<file path="config.mk">
export PLATFORM = sky130hd
export DESIGN_NAME = slave_port_v3_flat
export DESIGN_NICKNAME = d
export VERILOG_FILES = /design/src/rtl/slave_port_v3_if.sv /design/src/rtl/slave_port_v3.sv /design/src/flat_wrapper.sv
export SDC_FILE = /design/constraint.sdc
export NUM_CORES = 1
export LEC_CHECK = 0
export ABC_AREA = 0
export CORE_ASPECT_RATIO = 1.25
export CORE_MARGIN = 2
export CORE_UTILIZATION = 57
export CTS_CLUSTER_SIZE = 8
export DETAILED_ROUTE_END_ITERATION = 8
export HOLD_SLACK_MARGIN = 0.1
export PLACE_DENSITY = 0.78
export SLEW_MARGIN = 20
export SYNTH_ARGS = -nofsm -noshare
export SYNTH_HDL_FRONTEND = slang
export SYNTH_SLANG_ARGS = --single-unit
export TNS_END_PERCENT = 30
</file>
<file path="constraint.sdc">
create_clock -name clk -period 7.4 [get_ports clk]
set_input_delay 1.11 -clock clk [delete_from_list [all_inputs] [get_ports clk]]
set_output_delay 1.11 -clock clk [all_outputs]
set_load 0.02 [all_outputs]
</file>
<file path="src/rtl/slave_port_v3_if.sv">
`default_nettype none
// +--------------------------------------------------------------------+
// | slave_port_v3_if : serial bus handshake bundle for slave_port_v3   |
// | Rev 1.0                                                            |
// +--------------------------------------------------------------------+
interface slave_port_v3_if;
  logic mode;
  logic wr_bus;
  logic master_valid;
  logic master_ready;
  logic rd_bus;
  logic slave_ready;
  logic slave_valid;
  logic slave_err;
  logic busy;

  modport master (
    output mode, wr_bus, master_valid, master_ready,
    input  rd_bus, slave_ready, slave_valid, slave_err, busy
  );

  modport slave (
    input  mode, wr_bus, master_valid, master_ready,
    output rd_bus, slave_ready, slave_valid, slave_err, busy
  );
endinterface
`default_nettype wire

</file>
<file path="src/rtl/slave_port_v3.sv">
`default_nettype none
// +--------------------------------------------------------------------+
// | slave_port_v3 : memory-backed bit-serial bus slave with bursts     |
// | Optional word parity: define SLAVE_PORT_PARITY_EN. Rev 1.0         |
// +--------------------------------------------------------------------+
module slave_port_v3 #(
  parameter int ADDR_WIDTH     = 16,
  parameter int DATA_WIDTH     = 8,
  parameter int MEM_ADDR_WIDTH = 6,
  parameter int BURST_WIDTH    = 4
) (
  input  logic           clk,
  input  logic           rst,
  slave_port_v3_if.slave bus
);

  localparam int DEPTH = 2 ** MEM_ADDR_WIDTH;
`ifdef SLAVE_PORT_PARITY_EN
  localparam int WORD_BITS = DATA_WIDTH + 1;
`else
  localparam int WORD_BITS = DATA_WIDTH;
`endif
  localparam int CNT_W = $clog2(ADDR_WIDTH + DATA_WIDTH + BURST_WIDTH + 2);
  localparam logic [CNT_W-1:0] ADDR_LAST = CNT_W'(ADDR_WIDTH - 1);
  localparam logic [CNT_W-1:0] LEN_LAST  = CNT_W'(BURST_WIDTH - 1);
  localparam logic [CNT_W-1:0] WORD_LAST = CNT_W'(WORD_BITS - 1);
  localparam logic [CNT_W-1:0] DATA_BITS = CNT_W'(DATA_WIDTH);

  typedef enum logic [2:0] {
    S_IDLE, S_ADDR, S_LEN, S_WDATA, S_WRITE, S_RFETCH, S_RDATA, S_DONE
  } state_t;

  state_t                    state_q, state_d;
  logic                      mode_q, mode_d;
  logic [ADDR_WIDTH-1:0]     addr_q, addr_d;
  logic [BURST_WIDTH-1:0]    len_q, len_d;
  logic [MEM_ADDR_WIDTH-1:0] ptr_q, ptr_d;
  logic [DATA_WIDTH-1:0]     shift_q, shift_d;
  logic [CNT_W-1:0]          cnt_q, cnt_d;
  logic                      err_q, err_d;
  logic                      mem_we;
  logic [ADDR_WIDTH-1:0]     addr_next;
  logic [DATA_WIDTH-1:0]     mem [DEPTH];

  assign addr_next = {addr_q[ADDR_WIDTH-2:0], bus.wr_bus};
  assign bus.busy  = (state_q != S_IDLE);

  always_comb begin
    state_d         = state_q;
    mode_d          = mode_q;
    addr_d          = addr_q;
    len_d           = len_q;
    ptr_d           = ptr_q;
    shift_d         = shift_q;
    cnt_d           = cnt_q;
    err_d           = err_q;
    mem_we          = 1'b0;
    bus.slave_ready = 1'b0;
    bus.slave_valid = 1'b0;
    bus.rd_bus      = 1'b0;
    bus.slave_err   = 1'b0;
    case (state_q)
      S_IDLE: begin
        if (bus.master_valid) begin
          mode_d  = bus.mode;
          cnt_d   = '0;
          err_d   = 1'b0;
          state_d = S_ADDR;
        end
      end
      S_ADDR: begin
        bus.slave_ready = 1'b1;
        if (bus.master_valid) begin
          addr_d = addr_next;
          cnt_d  = cnt_q + 1'b1;
          if (cnt_q == ADDR_LAST) begin
            cnt_d   = '0;
            ptr_d   = addr_next[MEM_ADDR_WIDTH-1:0];
            err_d   = ((addr_next >> MEM_ADDR_WIDTH) != '0);
            state_d = S_LEN;
          end
        end
      end
      S_LEN: begin
        bus.slave_ready = 1'b1;
        if (bus.master_valid) begin
          len_d = {len_q[BURST_WIDTH-2:0], bus.wr_bus};
          cnt_d = cnt_q + 1'b1;
          if (cnt_q == LEN_LAST) begin
            cnt_d   = '0;
            state_d = mode_q ? S_WDATA : S_RFETCH;
          end
        end
      end
      S_WDATA: begin
        bus.slave_ready = 1'b1;
        if (bus.master_valid) begin
          cnt_d = cnt_q + 1'b1;
          if (cnt_q < DATA_BITS)
            shift_d = {shift_q[DATA_WIDTH-2:0], bus.wr_bus};
`ifdef SLAVE_PORT_PARITY_EN
          else if ((^shift_q) != bus.wr_bus)
            err_d = 1'b1;
`endif
          if (cnt_q == WORD_LAST) begin
            cnt_d   = '0;
            state_d = S_WRITE;
          end
        end
      end
      S_WRITE: begin
        mem_we = ~err_q;
        ptr_d  = ptr_q + 1'b1;
        if (len_q == '0) begin
          state_d = S_DONE;
        end else begin
          len_d   = len_q - 1'b1;
          state_d = S_WDATA;
        end
      end
      S_RFETCH: begin
        shift_d = err_q ? '0 : mem[ptr_q];
        cnt_d   = '0;
        state_d = S_RDATA;
      end
      S_RDATA: begin
        bus.slave_valid = 1'b1;
        bus.rd_bus      = shift_q[DATA_WIDTH-1];
`ifdef SLAVE_PORT_PARITY_EN
        // Rotating (not shifting) restores the full word for the parity bit.
        if (cnt_q == DATA_BITS)
          bus.rd_bus = ^shift_q;
`endif
        if (bus.master_ready) begin
          shift_d = {shift_q[DATA_WIDTH-2:0], shift_q[DATA_WIDTH-1]};
          cnt_d   = cnt_q + 1'b1;
          if (cnt_q == WORD_LAST) begin
            cnt_d = '0;
            ptr_d = ptr_q + 1'b1;
            if (len_q == '0) begin
              state_d = S_DONE;
            end else begin
              len_d   = len_q - 1'b1;
              state_d = S_RFETCH;
            end
          end
        end
      end
      S_DONE: begin
        bus.slave_err = err_q;
        state_d       = S_IDLE;
      end
      default: state_d = S_IDLE;
    endcase
  end

  always_ff @(posedge clk) begin
    if (rst) begin
      state_q <= S_IDLE;
      mode_q  <= 1'b0;
      addr_q  <= '0;
      len_q   <= '0;
      ptr_q   <= '0;
      shift_q <= '0;
      cnt_q   <= '0;
      err_q   <= 1'b0;
    end else begin
      state_q <= state_d;
      mode_q  <= mode_d;
      addr_q  <= addr_d;
      len_q   <= len_d;
      ptr_q   <= ptr_d;
      shift_q <= shift_d;
      cnt_q   <= cnt_d;
      err_q   <= err_d;
    end
  end

  // Storage is never cleared; a reset landing on a WRITE cycle drops the word.
  always_ff @(posedge clk) begin
    if (mem_we && !rst)
      mem[ptr_q] <= shift_q;
  end

endmodule
`default_nettype wire

</file>
<file path="src/flat_wrapper.sv">
// flat-port wrapper written by rule: the top's interface ports become plain ports
module slave_port_v3_flat 
#(
  parameter int ADDR_WIDTH     = 16,
  parameter int DATA_WIDTH     = 8,
  parameter int MEM_ADDR_WIDTH = 6,
  parameter int BURST_WIDTH    = 4
)
  (clk, rst, bus_mode, bus_wr_bus, bus_master_valid, bus_master_ready, bus_rd_bus, bus_slave_ready, bus_slave_valid, bus_slave_err, bus_busy);
  slave_port_v3_if bus_i ();
  input  logic clk;
  input  logic rst;
  input wire logic [$bits(bus_i.mode)-1:0] bus_mode;
  input wire logic [$bits(bus_i.wr_bus)-1:0] bus_wr_bus;
  input wire logic [$bits(bus_i.master_valid)-1:0] bus_master_valid;
  input wire logic [$bits(bus_i.master_ready)-1:0] bus_master_ready;
  output wire logic [$bits(bus_i.rd_bus)-1:0] bus_rd_bus;
  output wire logic [$bits(bus_i.slave_ready)-1:0] bus_slave_ready;
  output wire logic [$bits(bus_i.slave_valid)-1:0] bus_slave_valid;
  output wire logic [$bits(bus_i.slave_err)-1:0] bus_slave_err;
  output wire logic [$bits(bus_i.busy)-1:0] bus_busy;
  assign bus_i.mode = bus_mode;
  assign bus_i.wr_bus = bus_wr_bus;
  assign bus_i.master_valid = bus_master_valid;
  assign bus_i.master_ready = bus_master_ready;
  assign bus_rd_bus = bus_i.rd_bus;
  assign bus_slave_ready = bus_i.slave_ready;
  assign bus_slave_valid = bus_i.slave_valid;
  assign bus_slave_err = bus_i.slave_err;
  assign bus_busy = bus_i.busy;
  slave_port_v3 #(.ADDR_WIDTH(ADDR_WIDTH), .DATA_WIDTH(DATA_WIDTH), .MEM_ADDR_WIDTH(MEM_ADDR_WIDTH), .BURST_WIDTH(BURST_WIDTH)) u_core (.clk(clk), .rst(rst), .bus(bus_i));
endmodule
</file>
==> impl_metrics.ini, run 1 <==
[status]
status = finished, final reports clean

[critical_path]
cp_data_required_time_ps = 7630
crit_fanout = 40
arrival_ps = 4490
path_cells = clkdlybuf4s50_1 -> buf_4 -> nor4_1 -> nand4_1 -> nor2_1
start_kind = input pin
worst_path_max_delay_cell = nand4_1
cpPeakStageDelay_ps = 1010
critPathKind = in -> reg
end_kind = register

[drt]
drt-total-wl_um = 52800
dr.pass1.iters = 7
drt-vias-per-instance = 6.78
vias = 12102
post-route-drc-count = 0
routedWlPerCell_um = 29.6
postRouteAntennaNets = 0
drtIter0Drc = 1694

[sta]
period_needed_ps = 4270
finalCritPeriodShare_pct = 57.6
setup_viol = 0
max_slew_margin_pct = 24.6
final.setup.worst_slack_ps = 3140
finClkSkew_ps = 16.6
tightest_slew_ps = 1130
finalMaxSlewViolations = 0
fin_tns_setup_ps = 0
max_freq_ghz = 0.234
holdWs_ps = 464
rsz0062_at_grt = false
hold_viol = 0

[hold_path]
hold_class = reg -> reg

[run]
maxCapViolations = 0

[placed_design]
port_buffers = 10
place_congestion = 0.860
dpl_worst_slack_ps = 2770
dp.cells = 1678
placed_cell_area_um2 = 22800
dpl.hpwl_um = 29100

[grt]
grt_pass1_wl_um = 79600
grt_pass1_vias = 12010
grt.overflow.total = 0
antenna_found_initial = 0
grt_max_degree = 93
track_usage_pct = 26.9

[final_layout]
multi_input_comb_area_um2 = 5570
nets = 1273
drive_above_1_share_pct = 19.0
diodes = 0
fill_cells = 2531
regArea_um2 = 16400
stdcell_count = 1786
final_area_um2 = 25000
postLayoutCoreUtil_pct = 64.2
areaGrowthSynthToFinish_pct = 11.9

[clock_tree]
insertion_delay_ps = 610
cts_setup_buffers = 0
clock-root-buffer = clkbuf_16
clockBufferDepth = 3
htreeDepth = 3
cts_made_buffers = 80
cts.clk_slew.worst_paths_ps = 50
cts_sinks = 561
cts_tree = built
postCtsHoldBufs = 0
post_cts_resized = 0

[power_and_ir_drop]
pwr_density_cell_nw_per_um2 = 268
power.share.clock_pct = 48.5
p_seq_share_pct = 51.0
intPower_mw = 5.39
power_leakage_nw = 8.35
vdd_drop_max_v = 0.000160
finalPower_mw = 6.69
netSwitchingFraction_pct = 19.4
power.switching_mw = 1.30
combPwrFrac_pct = 0.5

[synth]
synth.largest_area_cell = edfxtp_1
ys.flop_type = edfxtp_1
synth.most_common_cell = edfxtp_1
synth_common_cells = 512 x edfxtp_1, 127 x mux4_2, 103 x nand2_1
yosys_register_bits = 561
yosysTopAreaCellShare_pct = 68.9
syn_nets = 1241
yosys_warnings = 0
yosysUniqueCellTypes = 55
synth.avg_cell_area_um2 = 18.2
synth.cell_area_um2 = 22300
synth_top_cells_by_area = edfxtp_1 69%, mux4_2 13%, dfxtp_1 4.4%
synthArstFlopShare_pct = 0
syn_inst = 1230
seq_area_frac_synth_pct = 73.2
synth_edf_count = 512

[die]
initial_core_util_pct = 57.4
num_io_pins = 11
die_width_um = 181
core_area_um2 = 38900
rows = 81
die_y_um = 225
dieArea_um2 = 40800
[kinds of logic (layout without fill, tap and decap cells)]
logic type	count (synthesis)	after routing	synth area share, %
AOI/OAI and AO/OA	132	132	3.83
adders and majority gates	5	5	0.280
buffers and inverters	81	139	1.83
DFF	561	561	73.2
muxes	157	157	14.8
and+or+nand+nor	294	294	6.00
[path summary, 6_finish.rpt]
| kind | from | endpoint | slack, ps | cells past startpoint |
|---|---|---|---|---|
| max | rst | u_core.mem[7][3]$_DFFE_PP_ | 3140 | 5 |
| min | u_core.addr_q[1]$_SDFFE_PP0P_ | u_core.addr_q[2]$_SDFFE_PP0P_ | 460 | 2 |
| max reg2reg | u_core.state_q[2]$_SDFFE_PP0P_ | u_core.mem[7][3]$_DFFE_PP_ | 3260 | 4 |
| min reg2reg | u_core.addr_q[1]$_SDFFE_PP0P_ | u_core.addr_q[2]$_SDFFE_PP0P_ | 460 | 2 |
[state kept, by name, indices dropped and copies added (netlist names), named ones only]
register / flops
u_core.cnt_q: 5
u_core.ptr_q: 6
u_core.shift_q: 8
u_core.addr_q: 15
u_core.mem: 512
u_core.len_q: 4
u_core.mode_q: 1
u_core.state_q: 3
u_core.err_q: 1
[layout by cell type (no fill, tap or decap), types with 7 or more instances in the layout]
| cell type | netlist | final |
|---|---|---|
| a211oi_1 | 11 | 11 |
| a21oi_1 | 44 | 44 |
| a311oi_1 | 7 | 7 |
| a31oi_1 | 11 | 11 |
| a32oi_1 | 8 | 8 |
| buf_4 | 10 | 7 |
| clkbuf_1 | 31 | 20 |
| clkbuf_16 | 0 | 81 |
| clkdlybuf4s50_1 | 0 | 10 |
| dfxtp_1 | 49 | 37 |
| dfxtp_4 | 0 | 8 |
| edfxtp_1 | 512 | 512 |
| inv_1 | 12 | 12 |
| mux2i_1 | 20 | 20 |
| mux4_1 | 9 | 9 |
| mux4_2 | 127 | 127 |
| nand2_1 | 103 | 103 |
| nand2b_1 | 10 | 10 |
| nand3_1 | 23 | 23 |
| nor2_1 | 98 | 97 |
| nor2b_1 | 16 | 16 |
| nor3_1 | 7 | 7 |
| o211ai_1 | 11 | 11 |
| o21ai_0 | 19 | 19 |
[worst max-delay path: cells and delay by family]
family,cells,cell delay (ps)
and+or+nand+nor,3,2670
buffers and inverters,2,680
[power by group through the flow]
stage / clock network, mW / registers (mW) / logic (mW)
final: 3.24 / 3.42 / 0.0312
after global routing: 3.40 / 3.41 / 0.0344
after CTS: 3.27 / 3.42 / 0.0307
after detailed placement: 0 / 3.48 / 0.0303
after global placement: 0 / 3.47 / 0.0295
after floorplan: 0 / 3.47 / 0.0226
[final cells by class]
cell class | instances | area share (%)
Multi-Input combinational cell | 588 | 22.3
Clock inverter | 7 | 0.360
Tap cell | 498 | 2.49
Timing Repair Buffer | 18 | 0.691
Inverter | 13 | 0.195
Sequential cell | 561 | 65.6
Clock buffer | 101 | 8.41
[routing by layer]
layer	GRT usage [%]	wire length (um)	vias up	share of wire [%]
li1	-	-	4982	-
met1	36.5	20100	6159	38
met2	41.7	25200	811	48
met3	5.38	4800	150	9.1
met4	14.3	2650	0	5.0
met5	0	0	-	0
Note: power is estimated with default switching activity, not from simulation.
==> run 2: changes to the inputs <==
==> constraint.sdc (replaced) <==
create_clock -name clk -period 4.3 [get_ports clk]
set_input_delay 0.645 -clock clk [delete_from_list [all_inputs] [get_ports clk]]
set_output_delay 0.645 -clock clk [all_outputs]
set_load 0.02 [all_outputs]
==> impl_metrics.ini, run 2 (synthesized netlist as in run 1, its figures left out) <==
[status]
status = finished, final reports clean

[hold_path]
min_to = u_core.addr_q[14]$_SDFFE_PP0P_
min_from = u_core.addr_q[14]$_SDFFE_PP0P_
hold_depth = 2
hold_class = reg -> reg

[drt]
post-route-drc-count = 0
routedWlPerCell_um = 29.0
dr.pass1.iters = 6
postRouteAntennaNets = 0
drt-vias-per-instance = 6.67
vias = 11991
drtIter0Drc = 1759
drt-total-wl_um = 52200

[sta]
max_slew_margin_pct = 36.6
final.setup.worst_slack_ps = 318
period_needed_ps = 3980
finalMaxSlewViolations = 0
finClkSkew_ps = 26.0
finalCritPeriodShare_pct = 92.6
fin_tns_setup_ps = 0
tightest_slew_ps = 948
rsz0062_at_grt = false
hold_viol = 0
max_freq_ghz = 0.251
setup_viol = 0

[grt]
grt.overflow.total = 0
antenna_found_initial = 0
grt_pass1_wl_um = 78200
track_usage_pct = 26.4
grt_max_degree = 68
grt_pass1_vias = 12216

[clock_tree]
cts.clk_slew.worst_paths_ps = 50
insertion_delay_ps = 590
post_cts_resized = 0
cts_tree = built
cts_setup_buffers = 0
htreeDepth = 3
clock-root-buffer = clkbuf_16
cts_sinks = 561
clockBufferDepth = 3
cts_made_buffers = 80
postCtsHoldBufs = 0

[critical_path]
crit_fanout = 17
start_kind = register
cp_data_required_time_ps = 4510
r2r_slack_ps = 320
arrival_ps = 4190
crit_buf_inv = 0
reg2reg_from = u_core.state_q[2]$_SDFFE_PP0P_
worst_path_max_delay_cell = nand3_1
worst_path_dominant_cell_family = simple AND/OR/NAND/NOR gates
cpPeakStageDelay_ps = 920
end_kind = register
r2r_end = u_core.mem[35][6]$_DFFE_PP_
critPathKind = reg -> reg
r2r_cells = 4
path_cells = nand2b_1 -> nor4_1 -> nand3_1 -> nor2_1

[final_layout]
largest_register_ffs = 512
diodes = 0
reg_top3 = u_core.mem (512), u_core.addr_q (15), u_core.shift_q (8)
layout_common_cells = 512 x edfxtp_1, 127 x mux4_2, 103 x nand2_1
final_common_cell = edfxtp_1
largest-register = u_core.mem
nets = 1287
drive_above_1_share_pct = 19.7
areaGrowthSynthToFinish_pct = 12.4

[placed_design]
place_congestion = 0.904
port_buffers = 10
dpl.hpwl_um = 29500
dpl_worst_slack_ps = 378

[power_and_ir_drop]
pwr_density_cell_nw_per_um2 = 458
power_leakage_nw = 8.43
vdd_drop_max_v = 0.000271

[die]
num_io_pins = 11
rows = 81
initial_core_util_pct = 57.4
dieArea_um2 = 40800
core_area_um2 = 38900
die_width_um = 181
die_y_um = 225

[run]
maxCapViolations = 0
-- run 2: cell count changes in the layout (fill, tap and decap cells not counted), sizes merged --
cell,previous run,this run
clkinv,3,2
inv,17,15
buf,8,22
clkbuf,101,103
-- run 2: per-stage QoR --
stage	cells	area, um^2	power, mW	hold slack (ps)	utilization (%)
floorplan	1230	22300	6.02	436	-
global placement	1692	22900	6.04	449	58.9
detailed placement	1692	22900	6.04	460	58.9
CTS	1799	25100	11.5	467	64.5
global route	1799	25100	11.7	481	64.5
finish	1799	25100	11.5	460	64.5
-- run 2: area by class of cell --
class / instances / area [um^2]
Clock inverter: 4 / 42.5
Fill cell: 2497 / 13800
Clock buffer: 103 / 2130
Inverter: 13 / 48.8
Sequential cell: 561 / 16400
Tap cell: 498 / 623
Multi-Input combinational cell: 588 / 5570
Timing Repair Buffer: 32 / 315
-- run 2: how the worst max path moves through the flow --
stage / cells past startpoint / end / start
finish: 4 / u_core.mem[35][6]$_DFFE_PP_ / u_core.state_q[2]$_SDFFE_PP0P_
floorplan: 6 / u_core.mem[62][0]$_DFFE_PP_ / u_core.state_q[1]$_SDFFE_PP0P_
global placement: 4 / u_core.mem[35][3]$_DFFE_PP_ / rst
global route: 5 / u_core.mem[6][0]$_DFFE_PP_ / u_core.state_q[2]$_SDFFE_PP0P_
detailed placement: 4 / u_core.mem[35][3]$_DFFE_PP_ / rst
CTS: 4 / u_core.mem[35][4]$_DFFE_PP_ / u_core.state_q[2]$_SDFFE_PP0P_
-- run 2: tightest hold or removal path: stages, from the launching register on --
cell     delay (ps)
dfxtp_1         310
nand2_1          50
a21oi_1          50
-- run 2: layer usage --
layer | wire length [um] | share of wire (%) | vias to the layer above | track usage, %
met5 | 0 | 0 | - | 0
met4 | 2350 | 4.5 | 0 | 13.1
met3 | 4360 | 8.4 | 135 | 5.25
met2 | 26300 | 50 | 740 | 43.9
met1 | 19100 | 37 | 6098 | 33.7
li1 | - | - | 5018 | -
-- run 2: where the power goes --
group          leakage (nW)  switching (mW)  internal [mW]  total [mW]
Clock                  1.06            2.16           3.41        5.57
Combinational          1.63          0.0334         0.0203      0.0537
Sequential             5.74         0.00748           5.87        5.88
==> patch (flow settings as in run 2) <==
The 8 states of `state_t` get a Gray code encoding in 3 bits.
--- a/src/rtl/slave_port_v3.sv
+++ b/src/rtl/slave_port_v3.sv
@@ -29,3 +29,3 @@
   typedef enum logic [2:0] {
-    S_IDLE, S_ADDR, S_LEN, S_WDATA, S_WRITE, S_RFETCH, S_RDATA, S_DONE
+    S_IDLE = 3'b000, S_ADDR = 3'b001, S_LEN = 3'b011, S_WDATA = 3'b010, S_WRITE = 3'b110, S_RFETCH = 3'b111, S_RDATA = 3'b101, S_DONE = 3'b100
   } state_t;
Formal check against the unedited RTL: same outputs for any inputs over 4 cycles, from zero or initial values and one cycle with rst high; so few cycles prove little.
==> patch against run 2 <==
  * Worst hold slack improved by 9.5 ps
  * Sequential cell count stayed put
  * Clock skew hardly changed
  * Cell area about the same
  * Highest routed layer unchanged
  * Global-route usage is 0.86 points lower
  * Routed wire length shrank 3.4%
  * Setup slack improved by 110 ps
  * Area after synthesis shrank 0.92%
  * Critical endpoint is now u_core.mem[3][1]$_DFFE_PP_
  * Fmax grew 2.8%
Power is not compared: it rests on default switching activity, and its combinational part moved more than twofold at a synthesized area within 25%.
==> patch: results (changes against run 2) <==
* Status: finished, final reports clean
* Detailed placer's ending HPWL at 29270 um (-0.87%)
* Async set or reset register ratio after synthesis at 0 (unchanged)
* Syn nets at 1183 (-4.7%)
* Synth warnings at 0 (unchanged)
* Met1 wire length at 18680 um (-2.3%)
* Ys flop type: edfxtp_1
* WHS Path Cells at 2 (unchanged)
* Fin Clk Skew at 26.19 ps (+0.2234 ps)
* DR top layer: met4
* Tot GR Track Use at 0.2556 (-0.008580)
* First-pass GRT wire length at 75900 um (-3.0%)
* Share of cells above drive strength 1 at 0.2216 (+0.02484)
* FILL cells at 2413 (-3.4%)
* Synth area leaders: edfxtp_1, mux4_2, dfxtp_1, nor2_1, nand2_1
* Final Wtd Congestion at 0.8744 (-3.3%)
* ANT cells at 0 (unchanged)
* H-tree depth at 3 (unchanged)
* Post-cts resize count at 0 (unchanged)
* Leakage at 0.007564 uW
* Largest net degree at the start of global routing at 67 (-1.5%)
* Sequential fraction of the synthesis area at 0.7392 (+0.006793)
* Reg clk slew, reported paths at 50 ps (about the same)
* CP arrival at 4100 ps (-90 ps)
* Router iterations before antenna repair at 6 (unchanged)
* Worst vdd ir at 310.1 uV
* Worst Hold Class: flip-flop to flip-flop
* Post-synth cell types at 55 (unchanged)
* Cts bufs inserted at 80 (unchanged)
* Initial antenna violation count at 0 (unchanged)
* Post-synth EDFFs at 512 (unchanged)
* Met2 Routed Length at 25880 um (-1.7%)
* Hold EP: u_core.addr_q[14]$_SDFFE_PP0P_
* Input/output buffers at 10 (unchanged)
* Hold_sp: u_core.addr_q[14]$_SDFFE_PP0P_
* Worst r2r dst: u_core.mem[3][1]$_DFFE_PP_
* Pre-CTS setup slack at 553.8 ps (+175.4 ps)
* Initial DRC count at 1582 (-10%)
* Synth cell count leaders: edfxtp_1, mux4_2, nor2_1
* Worst-Margin Slew at 982.8 ps (+35.09 ps)
* Worst skew pair latency at 610 ps (+20 ps)
* Critical-path maximum fanout at 23 (+6)
* Reg2Reg Setup Slack at 430 ps (+110 ps)
* FF-to-FF Start: u_core.state_q[2]$_SDFFE_PP0P_
* Setup Fix Bufs, Post-CTS at 0 (unchanged)
* Drt wl/cell at 28.47 um (-1.8%)
* Number of cells on the worst reg-to-reg path at 5 (+1)
* Vias at 11700 (-2.4%)
* CTS Root Buffer Type: clkbuf_16
* Largest buffer count on any clock path at 3 (unchanged)
* Met3 WL at 4097 um (-6.1%)
* Top Registers: u_core.mem x512, u_core.addr_q x15, u_core.shift_q x8
patch: final cells by class:
| cell class | count | area [um2] | share of cell area |
|---|---|---|---|
| Sequential cell | 561 | 16370 | 0.6524 |
| Multi-Input combinational cell | 538 | 5454 | 0.2173 |
| Clock buffer | 120 | 2152 | 0.08575 |
| Tap cell | 492 | 615.6 | 0.02453 |
| Timing Repair Buffer | 39 | 367.9 | 0.01466 |
| Clock inverter | 8 | 92.59 | 0.003689 |
| Inverter | 11 | 41.29 | 0.001645 |
patch: worst max path at each step:
stage | to | depth (start not counted) | start | slack, ps
global placement | u_core.mem[27][3]$_DFFE_PP_ | 5 | rst | 640
global route | u_core.mem[3][5]$_DFFE_PP_ | 5 | u_core.state_q[2]$_SDFFE_PP0P_ | 210
CTS | u_core.mem[3][1]$_DFFE_PP_ | 5 | u_core.state_q[2]$_SDFFE_PP0P_ | 550
floorplan | u_core.mem[16][0]$_DFFE_PP_ | 4 | rst | 1890
detailed placement | u_core.mem[11][6]$_DFFE_PP_ | 5 | rst | 550
finish | u_core.mem[3][1]$_DFFE_PP_ | 5 | u_core.state_q[2]$_SDFFE_PP0P_ | 430
patch: cell families after synthesis:
family | count (synthesis) | share of synthesized area
adder cells (fa/ha/maj) | 5 | 0.002828
buffers and inverters | 73 | 0.01453
AND/OR/NAND/NOR | 231 | 0.04756
multiplexers | 156 | 0.1520
AO/OA/AOI/OAI | 146 | 0.04383
flip-flops | 561 | 0.7392
patch: metrics by stage:
step	cell area (um2)	util	std cells	hold WS [ps]
2_1_floorplan	22130	-	1172	436.3
3_3_place_gp	22850	0.5975	1641	445.3
3_5_place_dp	22850	0.5975	1641	465.6
4_1_cts	25090	0.6562	1769	473.5
5_1_grt	25100	0.6564	1769	489.6
6_report	25100	0.6564	1769	469.2
patch: worst max-delay path, stage by stage (launching register included):
cell     delay [ps]
dfxtp_1         750
inv_1           280
nor4_1          720
nor2b_1         380
nand3_1         590
nor2_1          780
patch: report_power, final:
| group | switching (uW) | internal (uW) |
|---|---|---|
| sequential | 32.7 | 5950 |
| combinational | 130 | 45.3 |
| clock | 2220 | 3420 |
| total | 2380 | 9420 |
patch: per-layer routing:
metal,track usage,vias up
met2,0.4292,681
met1,0.3399,5991
met5,0,-
met4,0.1043,0
met3,0.03983,117
li1,-,4912
